`src/rtl/cpu_control.sv`:
```
// Multicycle FETCH/EXEC/MEM controller for the 16-bit CR16-style datapath (reg_alu).
// Optional memory-wait timeout with a sticky mem_err flag: define CPU_CONTROL_MEM_TIMEOUT_EN.
module cpu_control #(
    parameter logic [15:0] RESET_PC = 16'h0000
`ifdef CPU_CONTROL_MEM_TIMEOUT_EN
    , parameter int unsigned TIMEOUT_CYC = 16
`endif
) (
    input  logic        clk,
    input  logic        rst,
    output logic        mem_req,
    output logic        mem_we,
    output logic [15:0] mem_addr,
    output logic [15:0] mem_wdata,
    input  logic [15:0] mem_rdata,
    input  logic        mem_ack,
    input  logic [15:0] dSrc,
    input  logic [15:0] dDst,
    input  logic [4:0]  psr,
    output logic        write,
    output logic        IMM_MUX,
    output logic        SRAM_OUT,
    output logic        RA_BUF,
    output logic [3:0]  rSrc,
    output logic [3:0]  rDst,
    output logic [4:0]  aluOp,
    output logic [15:0] imm,
    output logic [15:0] pc,
    output logic        mem_err
);

    localparam logic [4:0] ALUOp_NOP = 5'd0;
    localparam logic [4:0] ALUOp_AND = 5'd1;
    localparam logic [4:0] ALUOp_OR  = 5'd2;
    localparam logic [4:0] ALUOp_XOR = 5'd3;
    localparam logic [4:0] ALUOp_ADD = 5'd5;
    localparam logic [4:0] ALUOp_SUB = 5'd9;
    localparam logic [4:0] ALUOp_CMP = 5'd11;
    localparam logic [4:0] ALUOp_MOV = 5'd13;
    localparam logic [4:0] ALUOp_LUI = 5'd15;
    localparam logic [4:0] ALUOp_SLL = 5'd16;
    localparam logic [4:0] ALUOp_SRA = 5'd17;

    typedef enum logic [1:0] {
        ST_FETCH = 2'd0,
        ST_EXEC  = 2'd1,
        ST_MEM   = 2'd2
    } state_t;

    state_t      state_q, state_d;
    logic [15:0] pc_q, pc_d;
    logic [15:0] ir_q, ir_d;
    logic        tmo;

    // Flags arrive as {C,Z,F,L,N}.
    function automatic logic cond_taken(input logic [3:0] cond, input logic [4:0] flags);
        logic c, z, f, l, n;
        {c, z, f, l, n} = flags;
        case (cond)
            4'b0000: return z;
            4'b0001: return !z;
            4'b0010: return c;
            4'b0011: return !c;
            4'b0110: return n;
            4'b0111: return !n;
            4'b1000: return f;
            4'b1001: return !f;
            4'b1010: return l;
            4'b1011: return !l;
            4'b1110: return 1'b1;
            default: return 1'b0;
        endcase
    endfunction

    // Shared by register ALU (keyed on ext) and immediate forms (keyed on op): {valid, aluOp}.
    function automatic logic [5:0] alu_sel(input logic [3:0] code);
        case (code)
            4'b0001: return {1'b1, ALUOp_AND};
            4'b0010: return {1'b1, ALUOp_OR};
            4'b0011: return {1'b1, ALUOp_XOR};
            4'b0101: return {1'b1, ALUOp_ADD};
            4'b1001: return {1'b1, ALUOp_SUB};
            4'b1011: return {1'b1, ALUOp_CMP};
            4'b1101: return {1'b1, ALUOp_MOV};
            default: return {1'b0, ALUOp_NOP};
        endcase
    endfunction

    logic [3:0]  op, rd, ext, rs;
    logic [15:0] zext8, sext8;
    logic [5:0]  reg_sel, imm_sel;

    assign op      = ir_q[15:12];
    assign rd      = ir_q[11:8];
    assign ext     = ir_q[7:4];
    assign rs      = ir_q[3:0];
    assign zext8   = {8'h00, ir_q[7:0]};
    assign sext8   = {{8{ir_q[7]}}, ir_q[7:0]};
    assign reg_sel = alu_sel(ext);
    assign imm_sel = alu_sel(op);

    always_comb begin
        state_d   = state_q;
        pc_d      = pc_q;
        ir_d      = ir_q;
        mem_req   = 1'b0;
        mem_we    = 1'b0;
        mem_addr  = 16'h0000;
        mem_wdata = 16'h0000;
        write     = 1'b0;
        IMM_MUX   = 1'b0;
        SRAM_OUT  = 1'b0;
        RA_BUF    = 1'b0;
        rSrc      = 4'h0;
        rDst      = 4'h0;
        aluOp     = ALUOp_NOP;
        imm       = 16'h0000;
        pc        = pc_q;

        case (state_q)
            ST_FETCH: begin
                mem_req  = 1'b1;
                mem_addr = pc_q;
                if (mem_ack) begin
                    ir_d    = mem_rdata;
                    state_d = ST_EXEC;
                end else if (tmo) begin
                    ir_d = 16'h0000;
                end
            end

            ST_EXEC: begin
                pc_d    = pc_q + 16'd1;
                state_d = ST_FETCH;
                if (op == 4'b0000) begin
                    if (reg_sel[5]) begin
                        write = (ext != 4'b1011);
                        rSrc  = rs;
                        rDst  = rd;
                        aluOp = reg_sel[4:0];
                    end
                end else if (imm_sel[5]) begin
                    IMM_MUX = 1'b1;
                    rDst    = rd;
                    aluOp   = imm_sel[4:0];
                    imm     = (op inside {4'b0001, 4'b0010, 4'b0011}) ? zext8 : sext8;
                    write   = (op != 4'b1011);
                end else begin
                    case (op)
                        4'b1111: begin
                            IMM_MUX = 1'b1;
                            rDst    = rd;
                            aluOp   = ALUOp_LUI;
                            imm     = zext8;
                            write   = 1'b1;
                        end
                        4'b1000: begin
                            if (ext == 4'b0000 || ext == 4'b0001) begin
                                IMM_MUX = 1'b1;
                                rDst    = rd;
                                aluOp   = (ext == 4'b0000) ? ALUOp_SLL : ALUOp_SRA;
                                imm     = {12'h000, rs};
                                write   = 1'b1;
                            end
                        end
                        4'b0100: begin
                            case (ext)
                                4'b0000, 4'b0100: begin
                                    rSrc    = rs;
                                    rDst    = rd;
                                    state_d = ST_MEM;
                                end
                                4'b1000: begin
                                    write  = 1'b1;
                                    RA_BUF = 1'b1;
                                    rSrc   = rs;
                                    rDst   = rd;
                                    pc     = pc_q + 16'd1;
                                    pc_d   = dSrc;
                                end
                                4'b1100: begin
                                    rSrc = rs;
                                    if (cond_taken(rd, psr)) pc_d = dSrc;
                                end
                                default: ;
                            endcase
                        end
                        4'b1100: begin
                            if (cond_taken(rd, psr)) pc_d = pc_q + sext8;
                        end
                        default: ;
                    endcase
                end
            end

            ST_MEM: begin
                mem_req   = 1'b1;
                mem_we    = (ext == 4'b0100);
                mem_addr  = dSrc;
                mem_wdata = dDst;
                rSrc      = rs;
                rDst      = rd;
                if (mem_ack) begin
                    state_d = ST_FETCH;
                    if (ext == 4'b0000) begin
                        write    = 1'b1;
                        SRAM_OUT = 1'b1;
                    end
                end else if (tmo) begin
                    state_d = ST_FETCH;
                end
            end

            default: state_d = ST_FETCH;
        endcase

        // Outputs are forced quiet for the whole reset cycle, even mid-access.
        if (rst) begin
            mem_req   = 1'b0;
            mem_we    = 1'b0;
            mem_addr  = 16'h0000;
            mem_wdata = 16'h0000;
            write     = 1'b0;
            IMM_MUX   = 1'b0;
            SRAM_OUT  = 1'b0;
            RA_BUF    = 1'b0;
            rSrc      = 4'h0;
            rDst      = 4'h0;
            aluOp     = ALUOp_NOP;
            imm       = 16'h0000;
            pc        = 16'h0000;
        end
    end

    always_ff @(posedge clk) begin
        if (rst) begin
            state_q <= ST_FETCH;
            pc_q    <= RESET_PC;
            ir_q    <= 16'h0000;
        end else begin
            state_q <= state_d;
            pc_q    <= pc_d;
            ir_q    <= ir_d;
        end
    end

`ifdef CPU_CONTROL_MEM_TIMEOUT_EN
    logic [15:0] cnt_q, cnt_d;
    logic        err_q, err_d;
    logic        waiting;

    // Counts consecutive un-acked access cycles; restarts on every new access.
    always_comb begin
        waiting = ((state_q == ST_FETCH) || (state_q == ST_MEM)) && !mem_ack;
        tmo     = waiting && (cnt_q == 16'(TIMEOUT_CYC - 1));
        cnt_d   = (waiting && !tmo) ? cnt_q + 16'd1 : 16'h0000;
        err_d   = err_q | tmo;
    end

    always_ff @(posedge clk) begin
        if (rst) begin
            cnt_q <= 16'h0000;
            err_q <= 1'b0;
        end else begin
            cnt_q <= cnt_d;
            err_q <= err_d;
        end
    end

    assign mem_err = err_q & ~rst;
`else
    assign tmo     = 1'b0;
    assign mem_err = 1'b0;
`endif

endmodule
```
`config.mk`:
```
export PLATFORM = sky130hd
export DESIGN_NAME = cpu_control
export DESIGN_NICKNAME = d
export VERILOG_FILES = /design/src/rtl/cpu_control.sv
export SDC_FILE = /design/constraint.sdc
export NUM_CORES = 1
export LEC_CHECK = 0
export ABC_AREA = 1
export CAP_MARGIN = 30
export CORE_MARGIN = 2
export CORE_UTILIZATION = 40
export CTS_CLUSTER_DIAMETER = 100
export DETAILED_ROUTE_END_ITERATION = 10
export PLACE_DENSITY = 0.79
export SLEW_MARGIN = 20
export SYNTH_ARGS = -nofsm -noshare
export SYNTH_HDL_FRONTEND = slang
export SYNTH_SLANG_ARGS = --single-unit
```
`constraint.sdc`:
```
create_clock -name clk -period 2.8 [get_ports clk]
set_input_delay 0.7 -clock clk [delete_from_list [all_inputs] [get_ports clk]]
set_output_delay 0.7 -clock clk [all_outputs]
set_load 0.01 [all_outputs]
```
# ---- Word level (Yosys, flattened, before mapping)
# Cells that the tools add are included.
# Widths: inputs -> output; s select.
dict set report word_totals {
  ff_bits 34
  in_bits 56
  out_inout_bits 84
  elab_cells 150
}
dict set report op_classes {
  addsub 2
  n_eq_ne 37
  n_mux 91
  reduce_logical 17
}
# cell n
set op_table {}
lappend op_table {{$mux 16} 18}
lappend op_table {{$pmux 16 s2} 3}
lappend op_table {{$pmux 6 s7} 2}
lappend op_table {{$eq 4x4->1 const B} 16}
lappend op_table {{$mux 4} 13}
lappend op_table {{$mux 1} 33}
lappend op_table {{$mux 5} 6}
lappend op_table {{$eq 4x2->1 const B} 6}
lappend op_table {{$eq 4x3->1 const B} 6}
lappend op_table {{$add 16x1->16 const B} 1}
lappend op_table {{$add 16x16->16} 1}
lappend op_table {{$pmux 4 s2} 2}
lappend op_table {{$pmux 8 s2} 1}
lappend op_table {{$eq 4x1->1 const B} 3}
lappend op_table {{$logic_not 4->1} 3}
lappend op_table {{$mux 2} 6}
lappend op_table {{$pmux 4 s3} 1}
lappend op_table {{$pmux 1 s11} 1}
lappend op_table {{$pmux 5 s2} 1}
lappend op_table {{$ne 4x4->1 const B} 2}
lappend op_table {{$pmux 2 s3} 1}
lappend op_table {{$logic_not 1->1} 5}
lappend op_table {{$ne 2x2->1 const B} 2}
lappend op_table {{$pmux 1 s2} 2}
lappend op_table {{10 further kinds} 12}

# ---- Logic depth before layout (Yosys ltp)
# Gate-level depths: netlist of the first run.
dict set report logic_depth {
  ltp_word 12
  ltp_mapped 15
  depth_no_buf 13
}

# ---- Least setup slack after synthesis of the first run
# OpenSTA, ideal clock, no wires.
dict set report synth_path {
  path_kind {input to output}
  start {input rst}
  end {output imm[10]}
  t_arrival_ps 2253
  required_time_ps 2100
  path_slack_ps -153
  stages 5
  n_path_buf 2
  cell_sequence {clkbuf_1 > nor2_1 > inv_2 > nor4_1 > buf_4}
}
dict set report synth_between {
  elab_chain_cells 1
}
# element line_no
set synth_rtl {}
lappend synth_rtl {{start, declared} 10} ;# input logic rst,
lappend synth_rtl {{$mux 16} 218} ;# if (rst) begin
lappend synth_rtl {{end, declared} 27} ;# output logic [15:0] imm,
# No other way between the ends.

# ---- Worst setup path in the final report of the first run
dict set report layout_path {
  start {input rst}
  end {output mem_addr[12]}
}
dict set report layout_between {
  elab_chain_cells 1
}
# element line_no
set layout_rtl {}
lappend layout_rtl {{$mux 16} 218}
lappend layout_rtl {{end, declared} 13} ;# output logic [15:0] mem_addr,
# No other way between the ends.

==> impl.org, run 1 <==
** Final layout
- Diodes inserted :: 0
- The finished cells cover 6429 sq um.
- The library cell used most frequently in the layout, excluding fill and tap cells, is sky130_fd_sc_hd__nand2_1.
- Nets@finish :: 1032
- Relative to the synthesized area, the layout overhead comes to 49.19%.
- After the flow finishes, the layout carries non-filler instances totaling 1093.
- Leading cell types in the layout, fill and taps excluded :: sky130_fd_sc_hd__nand2_1 (185), sky130_fd_sc_hd__inv_1 (81), sky130_fd_sc_hd__a21oi_1 (80)
- Fraction of layout instances using a drive strength above 1 :: 16.93%

** Synthesis
- EDFF count, synth :: 0
- Area fraction of the dominant cell type after synthesis :: 16.20%
- In this run, distinct cell masters in the synthesized netlist total 51.
- Synthesized net count :: 839
- The biggest area contributor in the post-synthesis netlist is sky130_fd_sc_hd__nand2_1.
- After synthesis the netlist holds a flip-flop and latch count of 34.
- Share of flip-flops with an asynchronous set or reset after synthesis :: 0%
- YS warnings :: 0
- Main synth FF type :: sky130_fd_sc_hd__dfxtp_1
- The synthesized netlist occupies a cell area of 4309 sq um.
- Sequential elements use 15.80% of the synthesized area.
- After synthesis, the cell types taking the most area are sky130_fd_sc_hd__nand2_1 (16%), sky130_fd_sc_hd__dfxtp_1 (16%), sky130_fd_sc_hd__a21oi_1 (9.5%), sky130_fd_sc_hd__nand3_1 (8.4%), sky130_fd_sc_hd__inv_1 (7.4%).
- In the synthesized netlist, the number of instances is 763.
- A synthesized cell averages 5.648 sq um.

** CTS
- Sink Count :: 34
- The number of hold buffers added after CTS was 0.
- TritonCTS built the clock tree.
- At the later pin of the worst-skew pair, clock insertion delay measures 300 ps.
- The H-tree was split into 2 levels.
- Buffer depth of the longest clock path :: 2
- CTS Root Cell :: sky130_fd_sc_hd__clkbuf_8
- After clock tree synthesis, the clock-pin slew on the worst setup and hold paths is 90 ps.
- CTS buffer count :: 5

** Floorplan
- The die covers 11620 sq um.
- The floorplan has 37 rows.
- The die is 107.8 microns wide.
- For this design the top-level I/O count stands at 140.
- After floorplanning, the core was sized to cover 10370 sq um.
- Initial cell density of the core :: 41.55%
- Measured along the y axis, the die boundary spans 107.8 microns.

** Placement
- Prior to clock tree synthesis, the placed netlist has a worst setup slack of -480.9 ps.
- Input and output buffers added on the ports amount to 138.
- Routability-driven placement finished with a final weighted congestion of 0.9886.
- Detailed placer's ending HPWL :: 13240 microns
- Placed inst area :: 6256 sq um
- Cell count after placement :: 1076

** Global route
- The first global-routing pass estimated 26520 microns of wire.
- Total GRT Usage :: 28.49%
- Vias in the first global route :: 5581
- Pin count of the biggest net entering global routing :: 33
- Initial antenna violation count :: 0
- Global route overflow :: 0

** Timing
- Setup violations remaining at the end of the flow were counted as 0.
- Worst-case headroom to the max-slew limit :: 62.28%
- Final setup margin :: 42.28 ps
- Final-report hold violation count :: 0
- Setup clock skew after layout :: 13.62 ps
- Worst slew pin tran :: 565.2 ps
- The number of pins with negative max-slew slack in the final report is 0.
- Dividing the final minimum period by the clock period gives 98.49%.
- Setup repair after global routing could not meet its margin everywhere.
- Maximum frequency from static timing analysis :: 362.6 MHz
- Minimum clock period after layout :: 2758 ps
- For the final routed database, the setup TNS stands at 0 ps.

** Drt
- After detailed routing, the number of vias per cell comes to 5.295.
- DRC marker count from the first detailed-route iteration :: 543
- Routed Wire Length :: 16710 microns
- Once detail routing completed, the nets flagged for antenna violations numbered 0.
- In the routed design, unresolved DRC markers number 0.
- The first detailed-routing pass ran for 6 iterations.
- Routed vias :: 5787
- Detail-routed net length per standard cell :: 15.29 microns

** Worst setup path
- By startpoint and endpoint, the worst setup path is classified as input port to primary output.
- CP Launch Type :: input port
- Required @ worst endpoint :: 2100 ps
- STA classifies the critical path endpoint as a primary output.
- For the worst setup path, the data arrival time is 2060 ps.
- Of all nets on the critical path, the largest fanout is 24.

** Power
- Summed over all cells, the static leakage comes to 3.186 nW.
- Overall power after layout :: 0.001832 W
- IR analysis of the VDD net gives a maximum drop of 0.2276 mV.
- Power per standard cell area :: 285.0 nW/um^2

** Run
- Across the run, the number of max-cap violations was 0.

** Hold path
- In this run the worst hold path is classified as flop to flop.

** Run status
- The flow ran to the end, and the final reports show no timing, DRC or antenna violations.
-- routing by layer --
layer / vias up / routed length (microns) / GRT usage (%)
li1: 2896 / - / -
met1: 2602 / 7112 / 35.99
met2: 255 / 7946 / 48.11
met3: 34 / 1274 / 5.024
met4: 0 / 375 / 10.71
met5: - / 0 / 0
-- report_power, final --
part | switching, W | leakage [nW] | internal, W | total, W
Sequential | 0.0000483 | 0.282 | 0.000523 | 0.000571
Combinational | 0.000507 | 2.86 | 0.000355 | 0.000862
Clock | 0.000224 | 0.0441 | 0.000175 | 0.000400
-- cell families (layout without fill, tap and decap cells) --
family	Yosys count	in the layout	synth area share, %
AND/OR/NAND/NOR	396	396	41.26
AO/OA/AOI/OAI	167	167	21.20
buffers and inverters	132	326	13.04
flip-flops	34	34	15.80
adder cells (fa/ha/maj)	20	20	5.981
XOR/XNOR	13	13	2.642
other	1	1	0.08702
-- cell type report --
| cell class | count | area (sq um) |
|---|---|---|
| clock buffer | 5 | 68.82 |
| sequential | 34 | 684.4 |
| fill | 1038 | 3941 |
| clock inverter | 3 | 21.27 |
| multi-input combinational | 597 | 3158 |
| inverter | 96 | 370.4 |
| tap | 136 | 170.2 |
| timing repair buffer | 222 | 1956 |
-- synth_stat cells, drive strengths merged (3+ instances only) --
cell / n
nand2: 193
inv: 93
nor2: 90
a21oi: 83
nand3: 75
o21ai: 59
dfxtp: 34
nor3: 24
ha: 19
buf: 18
clkbuf: 18
xor2: 10
nand4: 5
o32ai: 5
nor4: 4
o21bai: 4
a21o: 3
clkinv: 3
nand3b: 3
xnor2: 3
-- critical path, stage by stage --
cell and delay [ps]:
sky130_fd_sc_hd__dlygate4sd2_1 280, sky130_fd_sc_hd__buf_6 190, sky130_fd_sc_hd__buf_6 180, sky130_fd_sc_hd__a21oi_1 120
sky130_fd_sc_hd__clkdlybuf4s50_1 570
-- metrics by stage --
stage               util [%]  hold WS (ps)
finish                 61.99         504.8
global route           61.99         536.2
CTS                    61.63         501.6
detailed placement     60.33         487.4
global placement       60.33         471.2
floorplan                  -         456.5
-- flip-flops by register name, summed over array words and instances (netlist names) --
register / flops
pc_q: 16
state_q: 2
ir_q: 16
-- worst paths after layout --
path              start      endpoint  slack (ps)  cells after the start
min          state_q[0]    state_q[0]         500                      2
max                 rst  mem_addr[12]          40                      5
max reg2reg     pc_q[0]      pc_q[12]         630                     13
min reg2reg  state_q[0]    state_q[0]         500                      2
-- what timing repair did --
| item | in CTS | in global routing |
|---|---|---|
| endpoints found under the setup margin | 83 | 50 |
| resized for setup | 80 | 57 |
| setup buffers | 7 | 2 |
| pin swaps | 2 | 5 |
| endpoints found under the hold margin | 0 | 0 |
Power figures use the tool's default switching activity.
==> inputs of run 2 (changes only) <==
- clock period: 2.8 -> 2.86 ns (I/O delays scaled with it)
==> run 2 against run 1 <==
Global-route usage down 0.49 points. Die area did not move. Combinational power fell by 3.0%. Setup slack better by 8.8 ps. Flip-flop and latch count unchanged. Final cell count decreased by 0.91%. Critical path depth is 4 higher. Clock skew is 2.5 ps lower. Sequential power shrank 2%. Register-to-register slack improved by 70 ps. Critical path type is now flop to primary output. Critical endpoint is now pc[11].
==> impl.org, run 2 (synthesis gave the netlist of run 1 again) <==
** Worst setup path
- Endpoint arrival time on the critical path :: 2090 ps (+30 ps)
- Highest-delay cell along the critical path :: sky130_fd_sc_hd__dfxtp_1
- Crit-path cells :: buf_4 > inv_1 > nor3_4 > buf_4 > buf_4 > nand3_1 > xor2_1 > a21oi_1 > clkdlybuf4s15_1
- The maximum single-stage delay on the critical path came to 380 ps (-190 ps).
- By startpoint and endpoint, the worst setup path is classified as flop to primary output.
- The critical path required time is 2140 ps (+40 ps).
- CP Launch Type :: flop
- The largest driver fanout on the critical path was 4 (-83%).
- Nature of the critical path endpoint :: primary output
- Broken down by cell family, the worst path's largest delay share belongs to buffers and inverters.
- The most numerous cell type found on the critical path is sky130_fd_sc_hd__buf_4.
- The critical path buffer and inverter count came to 5 (+1).

** CTS
- Buffer depth of the longest clock path :: 2 (unchanged)
- CTS tree :: yes
- The hold buffer count at cts was 0 (unchanged).
- Sink Count :: 34 (unchanged)
- The cell sitting at the root of the clock tree is a sky130_fd_sc_hd__clkbuf_8.
- H-tree levels :: 2 (unchanged)
- CTS buffer count :: 5 (unchanged)
- Skew-Pair Late Insertion Delay :: 300 ps (about the same)
- Clock slew at the register clock pins of the worst setup and hold paths :: 80 ps (about the same)

** Floorplan
- Number of ports placed on the die boundary :: 140 (unchanged)
- Horizontal die dimension :: 107.8 microns (unchanged)
- The number of placement rows is 37 (unchanged).
- The floorplan core area was 10370 sq um (unchanged).
- Initial cell density of the core :: 41.55% (unchanged)
- Die Area :: 11620 sq um (unchanged)
- The chip height came to 107.8 microns (unchanged).

** Timing
- The setup clock skew after layout was 11.11 ps (-2.510 ps).
- Setup repair after global routing left no endpoint under its margin.
- Final setup margin :: 51.08 ps (+8.803 ps)
- Subtracting the final worst setup slack from the clock period gives 2809 ps.
- The smallest hold slack came to 524.6 ps (+19.77 ps).
- The number of pins with negative max-slew slack in the final report came to 0 (unchanged).
- Worst slew pin tran :: 535.0 ps (-30.22 ps)
- Maximum frequency from static timing analysis :: 356.0 MHz
- Dividing the final minimum period by the clock period gives 98.21%.
- The normalized max-slew margin is 64.30% (+2.0 points).
- Final-report hold violation count :: 0 (unchanged)
- The final setup violation count came to 0 (unchanged).

** Run
- The max capacitance violation total came to 0 (unchanged).

** Drt
- Antenna-violating nets left :: 0 (unchanged)
- Routed vias :: 5813 (+0.45%)
- The number of optimization iterations in the first detailed-route pass was 5 (-1).
- The DRC marker count from the first detailed-route iteration came to 431 (-21%).
- Per-cell via count in the routed design :: 5.367 (+1.4%)
- The mean routed wirelength per cell is 15.36 microns (+0.46%).
- Remaining design rule violation count :: 0 (unchanged)
- Routed Wire Length :: 16630 microns (-0.46%)

** Global route
- The met3 layer usage reported by global route was 5.690% (+0.67 points).
- met2 is the most crowded layer.
- The first-pass GRT wire length was 26180 microns (-1.3%).
- The fraction of met2 tracks used by global routing is 46.23% (-1.9 points).
- Vias in the first global route :: 5433 (-2.7%)
- Initial antenna violation count :: 0 (unchanged)
- GR Layer Usage met1 :: 35.55% (-0.44 points)
- Global route overflow :: 0 (unchanged)
- The global-route usage over all layers is 28.00% (-0.49 points).
- The maximum number of pins on one net before global-route repair was 33 (unchanged).

** Placement
- Detailed placer's ending HPWL :: 12940 microns (-2.2%)
- Placed inst area :: 6196 sq um (-0.96%)
- The worst slack at placement is -494.6 ps (-13.66 ps).
- The number of I/O port buffers came to 138 (unchanged).
- The routability congestion estimate is 1.037 (+4.9%).

** Final layout
- Final Cell Area :: 6427 sq um (about the same)
- The number of antenna diodes came to 0 (unchanged).
- In the layout the commonest cells are sky130_fd_sc_hd__nand2_1 (184), sky130_fd_sc_hd__inv_1 (82), sky130_fd_sc_hd__a21oi_1 (80), sky130_fd_sc_hd__clkdlybuf4s50_1 (80), sky130_fd_sc_hd__nor2_1 (75).
- Largest registers :: ir_q (16), pc_q (16), state_q (2)
- The count of fill cells added during filler insertion was 1011 (-2.6%).
- The fraction of layout cells with a size suffix above 1 was 15.21% (-1.7 points).
- The area growth from synthesis to final layout came to 49.16% (about the same).
- Most common cell after layout, fill and taps aside :: sky130_fd_sc_hd__nand2_1
- The net count of the finished layout was 1022 (-0.97%).

** Power
- Leakage power summed over all cells :: 3.144 nW (-1.3%)
- Power per standard cell area :: 306.4 nW/um^2 (+7.5%)
- Worst voltage drop across the vdd grid :: 0.2296 mV (+0.88%)
- The sum of internal, switching and leakage power is 0.001969 W (+7.5%).

** Run status
- The run finished with clean final reports.

** Hold path
- Path category of the worst min-delay check :: flop to flop
[run 2: cell types whose count changed in the layout (fill, tap and decap cells not counted), sizes merged]
cell and change:
dlymetal6s2s -5, clkbuf -9, clkdlybuf4s50 +6, bufinv +2, clkinvlp -1, buf -11, dlygate4sd2 +12, clkdlybuf4s15 -3
clkinv -1
[run 2: timing repair]
action | in CTS | in global routing
setup buffers | 3 | 4
setup endpoints to repair | 59 | 21
pin swaps | 1 | 4
gates resized for setup | 82 | 24
cloned | 0 | 0
[run 2: worst paths after layout]
path         startpoint          to  slack [ps]  cells after the start
max reg2reg     pc_q[0]    pc_q[12]         700                     13
min          state_q[0]  state_q[0]         520                      2
min reg2reg  state_q[0]  state_q[0]         520                      2
max             pc_q[1]      pc[11]          50                      9
[run 2: final cells by class]
class,instances,area (sq um),area share [%]
Multi-Input combinational cell,597,3174,49.39
Sequential cell,34,684.4,10.65
Clock inverter,3,68.82,1.071
Timing Repair Buffer,212,1892,29.43
Clock buffer,5,68.82,1.071
Inverter,96,369.1,5.743
Tap cell,136,170.2,2.647
[run 2: report_power, final]
part	switching [W]	total [W]	internal, W
Clock	0.000222	0.000572	0.000350
Sequential	0.0000492	0.000561	0.000512
Combinational	0.000495	0.000836	0.000342
Total	0.000766	0.00197	0.00120
[run 2: worst register-to-register path, stage by stage, from the launching register on]
cell	delay [ps]
sky130_fd_sc_hd__dfxtp_1	330
sky130_fd_sc_hd__buf_6	140
sky130_fd_sc_hd__ha_1	260
sky130_fd_sc_hd__fa_1	490
sky130_fd_sc_hd__nand3_1	110
sky130_fd_sc_hd__nand3_1	100
sky130_fd_sc_hd__nand4_1	120
sky130_fd_sc_hd__nand2_1	80
sky130_fd_sc_hd__nand2_1	90
sky130_fd_sc_hd__nand3_1	70
sky130_fd_sc_hd__nand3_1	80
sky130_fd_sc_hd__nand2_1	50
sky130_fd_sc_hd__nor2_1	100
sky130_fd_sc_hd__nor2_1	50
[run 2: metrics by stage]
stage / TNS, ps / cells / utilization, %
3_3_place_gp: -13490 / 1068 / 59.75
5_1_grt: 0 / 1083 / 61.98
6_report: 0 / 1083 / 61.98
4_1_cts: 0 / 1079 / 61.39
3_5_place_dp: -14370 / 1068 / 59.75
2_1_floorplan: 0 / 763 / -
[run 2: routing by layer]
metal / vias to the layer above / wire (microns)
met5: - / 0
met4: 0 / 541
met3: 51 / 1568
met2: 288 / 7752
met1: 2593 / 6770
li1: 2881 / -
==> inputs of run 3 (changes only) <==
- CTS_CLUSTER_SIZE: unset -> 14
==> results of run 3 <==
No change in the layout: final DEF, timing and power equal those of run 2.
